`config.mk`:
```
export PLATFORM = sky130hd
export DESIGN_NAME = uart_tx_cfg
export DESIGN_NICKNAME = d
export VERILOG_FILES = /design/src/rtl/uart_pkg.sv /design/src/rtl/uart_tx_fifo.sv /design/src/rtl/uart_tx_cfg.sv
export SDC_FILE = /design/constraint.sdc
export NUM_CORES = 1
export LEC_CHECK = 0
export ABC_AREA = 1
export CORE_MARGIN = 2
export CORE_UTILIZATION = 44
export DETAILED_ROUTE_END_ITERATION = 16
export GPL_TIMING_DRIVEN = 0
export HOLD_SLACK_MARGIN = 0.06
export MAX_ROUTING_LAYER = met4
export PLACE_DENSITY = 0.58
export SLEW_MARGIN = 20
export SYNTH_ARGS = -nofsm -noshare
export SYNTH_HDL_FRONTEND = slang
export SYNTH_SLANG_ARGS = --single-unit
export TNS_END_PERCENT = 5
```
`constraint.sdc`:
```
create_clock -name i_clock -period 3.5 [get_ports i_clock]
set_input_delay 0.35 -clock i_clock [delete_from_list [all_inputs] [get_ports i_clock]]
set_output_delay 0.35 -clock i_clock [all_outputs]
set_load 0.005 [all_outputs]
```
`src/rtl/uart_pkg.sv`:
```
// Shared encodings for the configurable UART transmitter: parity modes,
// transmitter FSM states and the parity helper.
package uart_pkg;

  localparam int PARITY_NONE   = 0;
  localparam int PARITY_ODD    = 1;
  localparam int PARITY_EVEN   = 2;
  localparam int MAX_DATA_BITS = 9;

  typedef enum logic [2:0] {
    ST_IDLE,
    ST_START,
    ST_DATA,
    ST_PARITY,
    ST_STOP
  } tx_state_e;

  // Even parity is the XOR of the active data bits; odd parity inverts it.
  function automatic logic calcParity(input logic [MAX_DATA_BITS-1:0] data,
                                      input int nBits,
                                      input int mode);
    logic x;
    x = 1'b0;
    for (int i = 0; i < MAX_DATA_BITS; i++) begin
      if (i < nBits) x = x ^ data[i];
    end
    return (mode == PARITY_ODD) ? ~x : x;
  endfunction

endpackage

```
`src/rtl/uart_tx_fifo.sv`:
```
// Synchronous transmit queue with occupancy count and full/empty flags.
// Pushes when full and pops when empty are ignored.
module uart_tx_fifo
  import uart_pkg::*;
#(
  parameter int WIDTH = 8,
  parameter int DEPTH = 4
) (
  input  logic                     clock_i,
  input  logic                     resetN_i,
  input  logic                     push_i,
  input  logic                     pop_i,
  input  logic [WIDTH-1:0]         data_i,
  output logic [WIDTH-1:0]         data_o,
  output logic                     full_o,
  output logic                     empty_o,
  output logic [$clog2(DEPTH):0]   count_o
);

  localparam int PW = $clog2(DEPTH);
  localparam logic [PW:0] FULL_COUNT = (PW+1)'(DEPTH);

  logic [WIDTH-1:0] mem_q [DEPTH];
  logic [PW-1:0]    wrPtr_q, wrPtr_d;
  logic [PW-1:0]    rdPtr_q, rdPtr_d;
  logic [PW:0]      count_q, count_d;
  logic             doPush, doPop;

  assign full_o  = (count_q == FULL_COUNT);
  assign empty_o = (count_q == '0);
  assign count_o = count_q;
  assign data_o  = mem_q[rdPtr_q];

  // Power-of-two depth lets the pointers wrap by plain overflow.
  always_comb begin
    doPush  = push_i && !full_o;
    doPop   = pop_i && !empty_o;
    wrPtr_d = doPush ? wrPtr_q + PW'(1) : wrPtr_q;
    rdPtr_d = doPop ? rdPtr_q + PW'(1) : rdPtr_q;
    count_d = count_q;
    case ({doPush, doPop})
      2'b10:   count_d = count_q + (PW+1)'(1);
      2'b01:   count_d = count_q - (PW+1)'(1);
      default: count_d = count_q;
    endcase
  end

  always_ff @(posedge clock_i) begin
    if (!resetN_i) begin
      wrPtr_q <= '0;
      rdPtr_q <= '0;
      count_q <= '0;
    end else begin
      wrPtr_q <= wrPtr_d;
      rdPtr_q <= rdPtr_d;
      count_q <= count_d;
    end
  end

  always_ff @(posedge clock_i) begin
    if (resetN_i && doPush) mem_q[wrPtr_q] <= data_i;
  end

endmodule

```
`src/rtl/uart_tx_cfg.sv`:
```
// Configurable UART transmitter: queued words are framed as start, data
// (LSB first), optional parity and stop bits, each held CLKS_PER_BIT clocks.
module uart_tx_cfg
  import uart_pkg::*;
#(
  parameter int CLKS_PER_BIT = 4,
  parameter int DATA_BITS    = 8,
  parameter int PARITY       = 0,
  parameter int STOP_BITS    = 1,
  parameter int FIFO_DEPTH   = 4
) (
  input  logic                          i_clock,
  input  logic                          i_resetN,
  input  logic                          i_txBegin,
  input  logic [DATA_BITS-1:0]          i_txData,
  output logic                          o_txReady,
  output logic                          o_txBusy,
  output logic                          o_txSerial,
  output logic                          o_txDone,
  output logic                          o_overflow,
  output logic [$clog2(FIFO_DEPTH):0]   o_fifoCount
);

  localparam int          CW        = $clog2(FIFO_DEPTH) + 1;
  localparam logic [15:0] LAST_CLK  = 16'(CLKS_PER_BIT - 1);
  localparam logic [3:0]  LAST_DATA = 4'(DATA_BITS - 1);
  localparam logic [3:0]  LAST_STOP = 4'(STOP_BITS - 1);

  tx_state_e            state_q, state_d;
  logic [15:0]          baudCnt_q, baudCnt_d;
  logic [3:0]           bitCnt_q, bitCnt_d;
  logic [DATA_BITS-1:0] shift_q, shift_d;
  logic                 parity_q, parity_d;
  logic                 serial_q, serial_d;
  logic                 done_q, done_d;
  logic                 overflow_q;
  logic                 loadWord, bitTick;
  logic                 fifoFull, fifoEmpty;
  logic [DATA_BITS-1:0] fifoData;
  logic [CW-1:0]        fifoCount;

  uart_tx_fifo #(
    .WIDTH(DATA_BITS),
    .DEPTH(FIFO_DEPTH)
  ) u_fifo (
    .clock_i (i_clock),
    .resetN_i(i_resetN),
    .push_i  (i_txBegin),
    .pop_i   (loadWord),
    .data_i  (i_txData),
    .data_o  (fifoData),
    .full_o  (fifoFull),
    .empty_o (fifoEmpty),
    .count_o (fifoCount)
  );

  assign bitTick = (baudCnt_q == LAST_CLK);

  always_comb begin
    state_d   = state_q;
    baudCnt_d = bitTick ? '0 : baudCnt_q + 16'd1;
    bitCnt_d  = bitCnt_q;
    shift_d   = shift_q;
    parity_d  = parity_q;
    done_d    = 1'b0;
    loadWord  = 1'b0;

    case (state_q)
      ST_IDLE: begin
        baudCnt_d = '0;
        bitCnt_d  = '0;
        loadWord  = !fifoEmpty;
      end
      ST_START: begin
        if (bitTick) state_d = ST_DATA;
      end
      ST_DATA: begin
        if (bitTick) begin
          shift_d = shift_q >> 1;
          if (bitCnt_q == LAST_DATA) begin
            bitCnt_d = '0;
            state_d  = (PARITY != PARITY_NONE) ? ST_PARITY : ST_STOP;
          end else begin
            bitCnt_d = bitCnt_q + 4'd1;
          end
        end
      end
      ST_PARITY: begin
        if (bitTick) state_d = ST_STOP;
      end
      ST_STOP: begin
        if (bitTick) begin
          if (bitCnt_q == LAST_STOP) begin
            done_d   = 1'b1;
            bitCnt_d = '0;
            state_d  = ST_IDLE;
            loadWord = !fifoEmpty;
          end else begin
            bitCnt_d = bitCnt_q + 4'd1;
          end
        end
      end
      default: state_d = ST_IDLE;
    endcase

    // A pop starts the next frame on the same edge, so frames run back to back.
    if (loadWord) begin
      state_d  = ST_START;
      shift_d  = fifoData;
      parity_d = calcParity(MAX_DATA_BITS'(fifoData), DATA_BITS, PARITY);
    end

    case (state_d)
      ST_START:  serial_d = 1'b0;
      ST_DATA:   serial_d = shift_d[0];
      ST_PARITY: serial_d = parity_d;
      default:   serial_d = 1'b1;
    endcase
  end

  always_ff @(posedge i_clock) begin
    if (!i_resetN) begin
      state_q    <= ST_IDLE;
      baudCnt_q  <= '0;
      bitCnt_q   <= '0;
      shift_q    <= '0;
      parity_q   <= 1'b0;
      serial_q   <= 1'b1;
      done_q     <= 1'b0;
      overflow_q <= 1'b0;
    end else begin
      state_q    <= state_d;
      baudCnt_q  <= baudCnt_d;
      bitCnt_q   <= bitCnt_d;
      shift_q    <= shift_d;
      parity_q   <= parity_d;
      serial_q   <= serial_d;
      done_q     <= done_d;
      overflow_q <= i_txBegin && fifoFull;
    end
  end

  assign o_txReady   = !fifoFull;
  assign o_txBusy    = (state_q != ST_IDLE) || !fifoEmpty;
  assign o_txSerial  = serial_q;
  assign o_txDone    = done_q;
  assign o_overflow  = overflow_q;
  assign o_fifoCount = fifoCount;

endmodule

```
== Word-level counts from Yosys, hierarchy flattened ==
Memory sizes are Yosys's and may differ from the RTL's. A register that Yosys moved wholly into a read port is not among the register bits.
Cells that the tools add are included.

* Output and inout port bits: 8
* Register bits after elaboration: 42
* Word-level logic and storage cells: 94
* Bits in writable memories: 32
* Memories kept: 1
* Input bits: 11

* Equal/unequal tests: 14
* Multiplexer cells: 34
* Bitwise operators: 8
* $add $sub $neg: 6
* Reduce and logical (&&, ||, !) cells: 19

{| class="wikitable"
|+ Memories
! name !! words !! bits a word !! read ports !! clocked after memory_dff !! write ports !! line !! text
|-
| u_fifo.mem_q || 4 || 8 || 1 || 1 || 1 || uart_tx_fifo.sv:23 || <nowiki>logic [WIDTH-1:0] mem_q [DEPTH];</nowiki>
|}

{| class="wikitable"
|+ Operators by type and width
! operator !! count
|-
| $mux 8 || 3
|-
| $mux 3 || 7
|-
| $add 16x1->16 const B || 1
|-
| $eq 16x2->1 const B || 1
|-
| $mux 4 || 4
|-
| $pmux 3 s5 || 1
|-
| $mux 1 || 13
|-
| $eq 3x2->1 const B || 4
|-
| $pmux 4 s3 || 1
|-
| $xor 1x1->1 || 7
|-
| $eq 3x1->1 const B || 2
|-
| $eq 3x3->1 const B || 2
|-
| $logic_not 3->1 || 2
|-
| $pmux 3 s2 || 1
|-
| $reduce_and 3->1 || 2
|-
| $reduce_bool 2->1 || 3
|-
| $reduce_bool 3->1 || 2
|-
| $add 2x1->2 const B || 2
|-
| $add 4x1->4 const B || 1
|-
| $eq 4x3->1 const B || 1
|-
| $logic_and 1x1->1 || 4
|-
| $logic_not 4->1 || 1
|-
| $mux 2 || 2
|-
| $ne 2x2->1 const B || 2
|-
| other kinds (11) || 12
|}

== Logic depth before layout (Yosys ltp) ==
* Depth after elaboration: 21
* Gate-level depth with buffers: 17
* Gate-level depth less buffers: 15

== Cells and area by module ==
Synthesis repeated with hierarchy kept, for this count alone.

* Cells, all modules: 427
* Area, all modules: 3,687.3 µm²

{| class="wikitable"
|+ Modules (own cells, without submodules)
! module !! times used !! cells an instance !! sequential area each (µm²) !! area each (µm²)
|-
| uart_tx_cfg || 1 || 276 || 700.7 || 1,954.4
|-
| uart_tx_fifo || 1 || 151 || 1,141.1 || 1,732.9
|}

== Worst setup path before layout ==
No wires, ideal clock.

* Kind: reg2reg
* Start: register baudCnt_q[0]
* End: register u_fifo.count_q[2], in the netlist u_fifo.count_o[2]
* Slack: 1.165 ns
* Clock period less this slack: 2.335 ns
* Library setup time: 0.122 ns
* Required time: 3.378 ns
* Path buffers: 1
* Data arrival time: 2.213 ns
* Stages on the path, launching flop included: 16
* Path through: dfxtp_1 ha_1 nand3_1 nor2_1 nand2_1 nor2_4 nand2_2 nand2_2 buf_6 ha_1 inv_1 fa_1 a21oi_1 o21ai_0 o21ai_0 a21oi_1

* Word-level cells in the longest chain between the ends: 6
* Elaborated cells between the ends (all ways): 8
* Those cells by class: eq/ne: 3; mux: 3; reduce/logical: 2

{| class="wikitable"
|+ RTL lines
! element !! line !! text
|-
| start: declaration || uart_tx_cfg.sv:30 || <nowiki>logic [15:0] baudCnt_q, baudCnt_d;</nowiki>
|-
| start signal: assignment || uart_tx_cfg.sv:133 || <nowiki>baudCnt_q <= baudCnt_d;</nowiki>
|-
| $eq 16x2->1 * || uart_tx_cfg.sv:57 || <nowiki>assign bitTick = (baudCnt_q == LAST_CLK);</nowiki>
|-
| $mux 1 * || uart_tx_cfg.sv:92 || <nowiki>if (bitTick) begin</nowiki>
|-
| $pmux 1 s2 * || uart_tx_cfg.sv:68 || <nowiki>case (state_q)</nowiki>
|-
| $logic_and 1x1->1 * || uart_tx_fifo.sv:37 || <nowiki>doPop = pop_i && !empty_o;</nowiki>
|-
| via u_fifo.doPop || uart_tx_fifo.sv:27 || <nowiki>logic doPush, doPop;</nowiki>
|-
| $eq 2x1->1 or $eq 2x2->1 (tied branches) || uart_tx_fifo.sv:41 || <nowiki>case ({doPush, doPop})</nowiki>
|-
| $pmux 3 s2 or $reduce_bool 2->1 (tied branches) || n/a ||
|-
| end signal: assignment || uart_tx_fifo.sv:56 || <nowiki>count_q <= count_d;</nowiki>
|-
| end: declaration || uart_tx_fifo.sv:26 || <nowiki>logic [PW:0] count_q, count_d;</nowiki>
|}

Mark *: on every way through the listed nets, which the timed path passes. The rest lies on a longest branch.
A chain may end at the register's enable or synchronous reset.

== Final worst setup path ==
Ends and elaborated chain as after synthesis.

==> key figures <==
Synth
  • YS warnings: 0
  • Synth area leader: edfxtp_1
  • Main combinational cell family by area after synthesis: simple AND/OR/NAND/NOR gates
  • Synth top area share: 0.2557
  • Synth Area in XOR/XNOR: 0.006991
  • Post-synthesis mux area share: 0
  • Sequential-to-total area share from yosys stat: 0.4900
  • Compound-gate portion of the synthesized area: 0.08389
  • Syn nets: 492
  • Cell variety after synth: 40
  • Syn Area/Cell: 7.963 µm²
  • Synth area leaders: edfxtp_1 26%, dfxtp_1 23%, nand2_1 14%
  • Synth Area in Adders: 0.03196
  • Seq cells post-synth: 76
  • Mapped cell area: 3759 µm²
  • Mapped Cells: 472
  • Synth Area in Simple Gates: 0.3136

Place
  • RePlAce Congestion: 0.9073
  • Post-DP HPWL: around 5.4 mm
  • Setup WS pre-CTS: between 0.8 and 0.9 ns
  • Port bufs: 18

Floorplan
  • Die Height: 96.43 µm
  • CORE AREA: roughly 8300 µm²
  • Die Wd: 96.43 µm
  • Die area: 9298 µm²
  • Initial Util: 0.4552
  • Num rows: 33
  • IO Pins: 19

Critical path
  • Critical path peak fanout: 10
  • Crit. End Element: register
  • Setup CP Type: reg2reg
  • CP max stage cell: dfxtp_1
  • CP cell instances: ha_1, nand3_1, nor2_1, nand2_1, nor2_4, nand2_2, nand2_2, buf_6, ha_1, inv_1, fa_1, a21oi_1, o21ai_0, o21ai_0, a21oi_1
  • Worst Setup Start Kind: register
  • Worst Path Buf+Inv: 2
  • Top Family by Delay on Critical Path: adder cells
  • WP data arrival: 2.86 ns
  • CP peak stage delay: approximately 0.4 ns
  • Critical Path RT: 3.74 ns

Timing
  • Hold Vio Cnt, Final: 0
  • FMAX: 381.2 MHz
  • Final slew viol count: 0
  • Fin crit period: 2.623 ns
  • Setup_tns: 0 ns
  • Crit share post-route: 0.7495
  • Final setup margin: 0.8769 ns
  • Max transition margin: 0.4323
  • Skew final: 0.006761 ns
  • Worst Tran Pin Value: around 0.85 ns
  • Final Setup Violations: 0
  • RSZ-0062 raised after global routing: false

Cells and area
  • Inserted Diodes: 0
  • Nets: 521
  • Share of cells above drive strength 1: 0.1087
  • Synth-to-layout area growth: 13.02%

Clock tree
  • Clk Latency, worst-skew pair: ~0.35 ns
  • Num CTS Buffers: 9
  • Cts repair resizes: 0
  • Clk pin slew, worst setup/hold paths: around 0.08 ns
  • CTS sink count: between 70 and 80
  • Number of hold buffers added after CTS: 0
  • CTS root buffer: clkbuf_8
  • CTS tree: done
  • Clk buf depth: 2
  • H-tree level count: 3
  • Post-CTS Setup Inserts: 0

Global route
  • Pin count of the biggest net entering global routing: 15
  • Antenna violations before repair: 0
  • Total GRT Usage: 0.1802
  • First-pass GRT wire length: 12.49 mm
  • Vias in the first global route: 2805
  • GRT overflow: 0

Detailed routing
  • Initial drt markers: 95
  • Via density: 4.935
  • Total wire length: 7.381 mm
  • Detailed-route DRC error count: 0
  • Pre-antenna DRT Iters: 4
  • WL/cell: around 12 µm
  • Final ANT Viol Nets: 0
  • Vias: 3015

Outcome
  • Outcome: finished, final reports clean

Power
  • Maximum vdd ir drop: 269.8 µV
  • Pleak: 1.777 nW
  • Design Power: 2.790 mW
  • PD cells: around 660 nW/µm²

Flow run
  • Max Cap Viol: 0

Worst hold path
  • HP Class: reg2reg
==> synthesized netlist by cell type, drive strengths merged <==
| cell | number |
|---|---|
| dfxtp | 44 |
| a21oi | 30 |
| nand3 | 43 |
| nor2 | 46 |
| o21bai | 1 |
| ha | 8 |
| o21a | 1 |
| nand2 | 147 |
| nor3b | 1 |
| clkbuf | 2 |
| nor3 | 10 |
| o21ai | 18 |
| a32oi | 2 |
| o22ai | 2 |
| fa | 1 |
| a211oi | 2 |
| nor4 | 3 |
| buf | 7 |
| inv | 56 |
| xnor2 | 1 |
| edfxtp | 32 |
| or2 | 5 |
| nand4 | 8 |
| xor2 | 2 |
==> cell families after synthesis <==
logic type	count (synthesis)
AOI/OAI and AO/OA	56
and+or+nand+nor	263
DFF	76
buffers and inverters	65
xor gates and xnor gates	3
adders and majority gates	9
==> per-stage QoR <==
stage	hold WS (ns)	instance area (µm²)	util	cells
2_1_floorplan	0.4397	3759	-	472
3_5_place_dp	0.4538	4070	0.4929	595
5_1_grt	0.4942	4248	0.5144	611
3_3_place_gp	0.4540	4070	0.4929	595
6_report	0.4689	4248	0.5144	611
4_1_cts	0.4697	4248	0.5144	611
==> report_power, final <==
group	internal (mW)	switching, mW	total [mW]	leakage [nW]
sequential	1.04	0.0642	1.11	0.649
combinational	0.404	0.683	1.09	1.05
clock	0.259	0.339	0.598	0.0814
total	1.70	1.09	2.79	1.78
==> cells in the final DEF (no fill, tap or decap), drive strengths merged, types with 3 or more instances in the layout <==
| cell | n |
|---|---|
| clkbuf | 11 |
| nor4 | 3 |
| clkinv | 4 |
| clkdlybuf4s50 | 18 |
| inv | 56 |
| or2 | 5 |
| buf | 7 |
| nand3 | 43 |
| a21oi | 30 |
| clkinvlp | 3 |
| edfxtp | 32 |
| ha | 8 |
| nor3 | 10 |
| nand2 | 147 |
| nor2 | 46 |
| nand4 | 8 |
| o21ai | 18 |
| dfxtp | 44 |
==> worst paths after layout <==
check	from	endpoint	slack (ns)	cells past startpoint
max	baudCnt_q[0]	u_fifo.count_o[2]	0.88	15
min	shift_q[2]	shift_q[2]	0.47	2
max reg2reg	baudCnt_q[0]	u_fifo.count_o[2]	0.88	15
min reg2reg	shift_q[2]	shift_q[2]	0.47	2
==> worst register-to-register path: stages, from the launching register on <==
cell	delay (ns)
dfxtp_1	0.40
ha_1	0.28
nand3_1	0.10
nor2_1	0.10
nand2_1	0.13
nor2_4	0.13
nand2_2	0.06
nand2_2	0.11
buf_6	0.15
ha_1	0.14
inv_1	0.06
fa_1	0.37
a21oi_1	0.14
o21ai_0	0.12
o21ai_0	0.16
a21oi_1	0.06
==> layout make-up <==
| class | instances | area [µm²] |
|---|---|---|
| Multi-Input combinational cell | 331 | 1640 |
| Tap cell | 105 | 131.4 |
| Timing Repair Buffer | 18 | 180.2 |
| Sequential cell | 76 | 1842 |
| Buffer | 9 | 63.81 |
| Clock buffer | 9 | 123.9 |
| Clock inverter | 7 | 53.80 |
| Fill cell | 804 | 4010 |
| Inverter | 56 | 212.7 |
==> flip-flops by register name, summed over array words and instances (netlist names), named ones only <==
name,count
state_q,3
u_fifo.mem_q,32
baudCnt_q,16
shift_q,8
o_txDone,1
u_fifo.count_o,3
bitCnt_q,4
parity_q,1
o_overflow,1
u_fifo.rdPtr_q,2
u_fifo.wrPtr_q,2
o_txSerial,1
==> per-layer routing <==
| layer | track usage | vias to the layer above | wire length (µm) |
|---|---|---|---|
| li1 | - | 1603 | - |
| met1 | 0.2148 | 1359 | 3489 |
| met2 | 0.2998 | 41 | 3561 |
| met3 | 0.05818 | 12 | 256 |
| met4 | 0.03991 | 0 | 74 |
| met5 | - | - | 0 |
Note: power is estimated with default switching activity, not from simulation.
==> RTL edit 1 (same settings) <==
Change the parameter `PARITY` from 0 to 1.
--- a/src/rtl/uart_tx_cfg.sv
+++ b/src/rtl/uart_tx_cfg.sv
@@ -5,7 +5,7 @@
 #(
   parameter int CLKS_PER_BIT = 4,
   parameter int DATA_BITS    = 8,
-  parameter int PARITY       = 0,
+  parameter int PARITY       = 1,
   parameter int STOP_BITS    = 1,
   parameter int FIFO_DEPTH   = 4
 ) (
Behaviour: no difference found for any inputs over 10 cycles, from zero or initial values and one cycle with i_resetN low; that may be too few to reach the edited logic, so the function may still have changed.
==> RTL edit 1 against the unedited design <==
Setup slack better by 0.064 ns. Synthesized area down 0.43%. Clock skew increased by 0.0052 ns. Wire length fell by 1.0%. Cell area down 0.12%. Largest power group unchanged. Sequential cell count did not move. Critical path type unchanged. Total power increased by 1.2%. Largest cell class unchanged.
==> RTL edit 1: results (changes against the unedited design) <==
| Metric | Value |
|---|---|
| DPL Wire Length | 5510 um (+2.2%) |
| Clock Skew | 0.0119 ns (+0.00515 ns) |
| LEAKAGE | 1.74 nW (-2.2%) |
| Xor and xnor area share after synthesis | 0.468% (-0.23 points) |
| Worst Tran Pin Value | 0.856 ns (+0.00731 ns) |
| Synth Area in Compound Gates | 9.39% (+1.0 points) |
| Htree depth | 3 (unchanged) |
| Final hold slack | 0.468 ns (-0.00125 ns) |
| Sequential-to-total area share from yosys stat | 49.2% (+0.21 points) |
| Worst EP arrival | 2.79 ns (-0.07 ns) |
| Clock power frac | 22.4% (+1.0 points) |
| Share of cells above drive strength 1 | 10.3% (-0.61 points) |
| Placed Area | 0.00405 mm^2 (-0.40%) |
| GP Congestion | 0.842 (-7.2%) |
| Min-delay src | u_fifo.rdPtr_q[1] |
| Peak VDD IR | 344 uV (+28%) |
| Mean Syn Cell Area | 7.91 um^2 (-0.64%) |
| Drt wl/cell | 11.9 um (-1.2%) |
| Adder-cell area share of the yosys netlist | 3.21% (+0.014 points) |
| DR iter-0 viols | 106 (+12%) |
| Dpl cells | 596 (+0.17%) |
| Routed vias | 3012 (-0.10%) |
| Pre-CTS setup slack | 0.970 ns (+0.0968 ns) |
| Seq pwr share | 39.8% (+0.2 points) |
| Status | finished, final reports clean |
| Largest net degree at the start of global routing | 14 (-1) |
| Worst hold endpoint | u_fifo.rdPtr_q[1] |
| Sw Pwr | 1.06 mW (-2.2%) |
| Total track usage | 17.7% (-0.37 points) |
| First-pass GRT wire length | 12300 um (-1.8%) |
| Vias in the first global route | 2770 (-1.2%) |
| Top cells by count, synth | nand2_1, inv_1, dfxtp_1, nand3_1, nor2_1 |
## RTL edit 1: changes by cell type in the layout (fill, tap and decap cells not counted), moves of 2 or more
cell / before / now
nand3_2: 3 / 0
o211ai_1: 0 / 2
clkinv_1: 0 / 3
clkinv_4: 3 / 0
nor3_1: 8 / 14
nor3_2: 0 / 3
clkinvlp_4: 3 / 1
nand2_1: 144 / 139
o21ai_0: 16 / 25
nand3_1: 40 / 36
o22ai_1: 2 / 0
nor2_1: 38 / 34
clkinv_2: 1 / 3
## RTL edit 1: how the worst max path moves through the flow
stage                        end  slack (ns)  cells after the start
5_1_grt        u_fifo.count_o[2]        0.70                     15
6_report       u_fifo.count_o[2]        0.94                     15
4_1_cts        u_fifo.count_o[2]        0.94                     15
3_5_place_dp   u_fifo.count_o[2]        0.97                     15
3_3_place_gp   u_fifo.count_o[2]        0.99                     15
2_1_floorplan  u_fifo.count_o[2]        1.27                     15
## RTL edit 1: kinds of logic (layout without fill, tap and decap cells)
kind of cell / count (synthesis) / in the layout
AO/OA/AOI/OAI: 64 / 64
adder cells (fa/ha/maj): 9 / 9
buffers and inverters: 68 / 102
flip-flops: 76 / 76
XOR/XNOR: 2 / 2
AND/OR/NAND/NOR: 254 / 254
## RTL edit 1: cell type report
cell class	instances	area, um^2
flip-flops and latches	76	1840
repair buffers	18	180
plain buffers	9	63.8
clock inverters	4	22.5
clock buffers	12	166
well taps	105	131
inverters	59	221
multi-input cells	329	1620
fillers	781	3970
## RTL edit 1: routing by layer
layer	routed length [um]	global-route usage [%]	vias up
met5	0	-	-
met1	3660	21.7	1356
met4	99	6.43	0
met3	139	3.29	11
li1	-	-	1616
met2	3410	29.1	29
==> RTL edit 2 (config.mk and constraints unchanged) <==
Made on the original files. Encoding of `tx_state_e`: now one-hot (5 bits for 5 states).
--- a/src/rtl/uart_pkg.sv
+++ b/src/rtl/uart_pkg.sv
@@ -7,12 +7,12 @@
   localparam int PARITY_EVEN   = 2;
   localparam int MAX_DATA_BITS = 9;
 
-  typedef enum logic [2:0] {
-    ST_IDLE,
-    ST_START,
-    ST_DATA,
-    ST_PARITY,
-    ST_STOP
+  typedef enum logic [4:0] {
+    ST_IDLE   = 5'b00001,
+    ST_START  = 5'b00010,
+    ST_DATA   = 5'b00100,
+    ST_PARITY = 5'b01000,
+    ST_STOP   = 5'b10000
   } tx_state_e;
 
   // Even parity is the XOR of the active data bits; odd parity inverts it.
Behaviour: no difference found for any inputs over 10 cycles, from zero or initial values and one cycle with i_resetN low; not proved beyond that.
==> RTL edit 2 against the unedited design <==
Synthesized area grew 0.80%. Utilization increased by 0.53 points. Wire length down 3.4%. Setup slack better by 0.065 ns. Via count is 5.7% lower. Cell area up 1.5%. Non-clock buffer count is the same. Sequential cell count up 2. Fmax grew 2.5%. Total power up 6.3%.
==> RTL edit 2: results (changes against the unedited design) <==
| Metric | Value |
|---|---|
| Status | finished, final reports clean |
| GP Congestion | 0.830 (-8.6%) |
| DRT met1 WL | 3350 um (-4.0%) |
| Worst EP arrival | 2.79 ns (-0.07 ns) |
| Antenna violations before repair | 0 (unchanged) |
| Pre-CTS setup slack | 0.957 ns (+0.0843 ns) |
| Largest net degree at the start of global routing | 14 (-1) |
| Clock root cell | clkbuf_8 |
| Sequential-to-total area share from yosys stat | 49.7% (+0.67 points) |
| Worst hold endpoint | baudCnt_q[0] |
| Vias per inst | 4.82 (-2.3%) |
| Multi-input combinational area share | 36.2% (-2.4 points) |
| Hold Path Depth | 1 (-1) |
| Placed Area | 0.00410 mm^2 (+0.74%) |
| Met1 global-route usage | 21.1% (-0.35 points) |
| First-pass GRT wire length | 12700 um (+1.9%) |
| Synthesized Nets | 471 (-4.3%) |
| Vias in the first global route | 2744 (-2.2%) |
| Max_slew headroom | 44.7% (+1.4 points) |
| DR WL met3 | 198 um (-23%) |
| Clock Skew | 0.0120 ns (+0.00519 ns) |
| Clock buffers | 10 (+1) |
| Yosys cell types | 39 (-2.5%) |
| Nets | 500 (-4.0%) |
| Dpl cells | 574 (-3.5%) |
| Clk cell area share | 4.93% (+0.75 points) |
| Clock buffer depth | 2 (unchanged) |
| Total wire length | 7130 um (-3.4%) |
| Met2 routed WL | 3550 um (-0.39%) |
| Min-delay src | baudCnt_q[0] |
| #MultiIn Comb | 296 (-11%) |
| Power Total | 2.96 mW (+6.3%) |
| CTS Sinks | 78 (+2.6%) |
| Peak VDD IR | 410 uV (+52%) |
| LEAKAGE | 1.77 nW (-0.55%) |
| Syn Inst Count | 451 (-4.4%) |
| DR iter-0 viols | 113 (+19%) |
| Met3 Track Usage GR | 5.20% (-0.62 points) |
| Data buffer area share | 6.24% (+0.49 points) |
| Total track usage | 17.2% (-0.79 points) |
| DPL Wire Length | 5370 um (-0.48%) |
| Top cells by count, synth | nand2_1, inv_1, dfxtp_1, nor2_1, edfxtp_1 |
| Seq/total area | 43.6% (+0.27 points) |
| Nonclk inv count | 68 (+21%) |
| Met2 global-route usage | 27.8% (-2.1 points) |
| Share of cells above drive strength 1 | 15.7% (+4.8 points) |
| Fillers | 781 (-2.9%) |
| Routed vias | 2844 (-5.7%) |
| Dominant cells by area after synthesis | edfxtp_1, dfxtp_1, nand2_1, inv_1, nand3_1 |
RTL edit 2: cell count changes after synthesis, sizes merged, moves of 3 or more:
cell / unedited run / this run
a21oi: 30 / 22
a31oi: 0 / 5
inv: 56 / 67
nand2: 147 / 122
nand3: 43 / 35
o21ai: 18 / 21
or2: 5 / 0
xor2: 2 / 5
RTL edit 2: cell families after synthesis:
kind of cell | synth area share, %
xor gates and xnor gates | 1.16
adders and majority gates | 3.17
buffers and inverters | 9.08
AOI/OAI and AO/OA | 7.56
and+or+nand+nor | 29.4
DFF | 49.7
RTL edit 2: worst max path at each step:
stage | start | end | slack [ns]
final | baudCnt_q[0] | u_fifo.count_o[2] | 0.94
after floorplan | baudCnt_q[0] | u_fifo.count_o[2] | 1.22
after global placement | baudCnt_q[0] | u_fifo.count_o[2] | 0.99
after CTS | baudCnt_q[0] | u_fifo.count_o[2] | 0.94
after global routing | bitCnt_q[0] | u_fifo.count_o[2] | 0.56
after detailed placement | bitCnt_q[0] | u_fifo.count_o[2] | 0.96
RTL edit 2: critical path, stage by stage (launching register included):
cell	delay [ns]
dfxtp_1	0.36
ha_1	0.22
nand3_1	0.09
nor2_1	0.11
nand2_1	0.14
nor2_2	0.15
nand2_1	0.08
nand2_2	0.09
buf_6	0.15
ha_1	0.15
inv_1	0.06
fa_1	0.37
a21oi_1	0.15
o21ai_0	0.11
o21ai_0	0.16
a21oi_1	0.05
RTL edit 2: power by group:
group          leakage, nW  switching, mW  internal, mW
registers            0.665         0.0660          1.07
logic                0.996          0.684         0.420
clock network        0.106          0.319         0.401
total                 1.77           1.07          1.90
RTL edit 2: metrics by stage:
stage                     utilization, %  hold slack, ns
after floorplan                        -           0.418
after global placement              49.4           0.430
after detailed placement            49.4           0.441
after CTS                           52.0           0.452
after global routing                52.0           0.489
final                               52.0           0.451
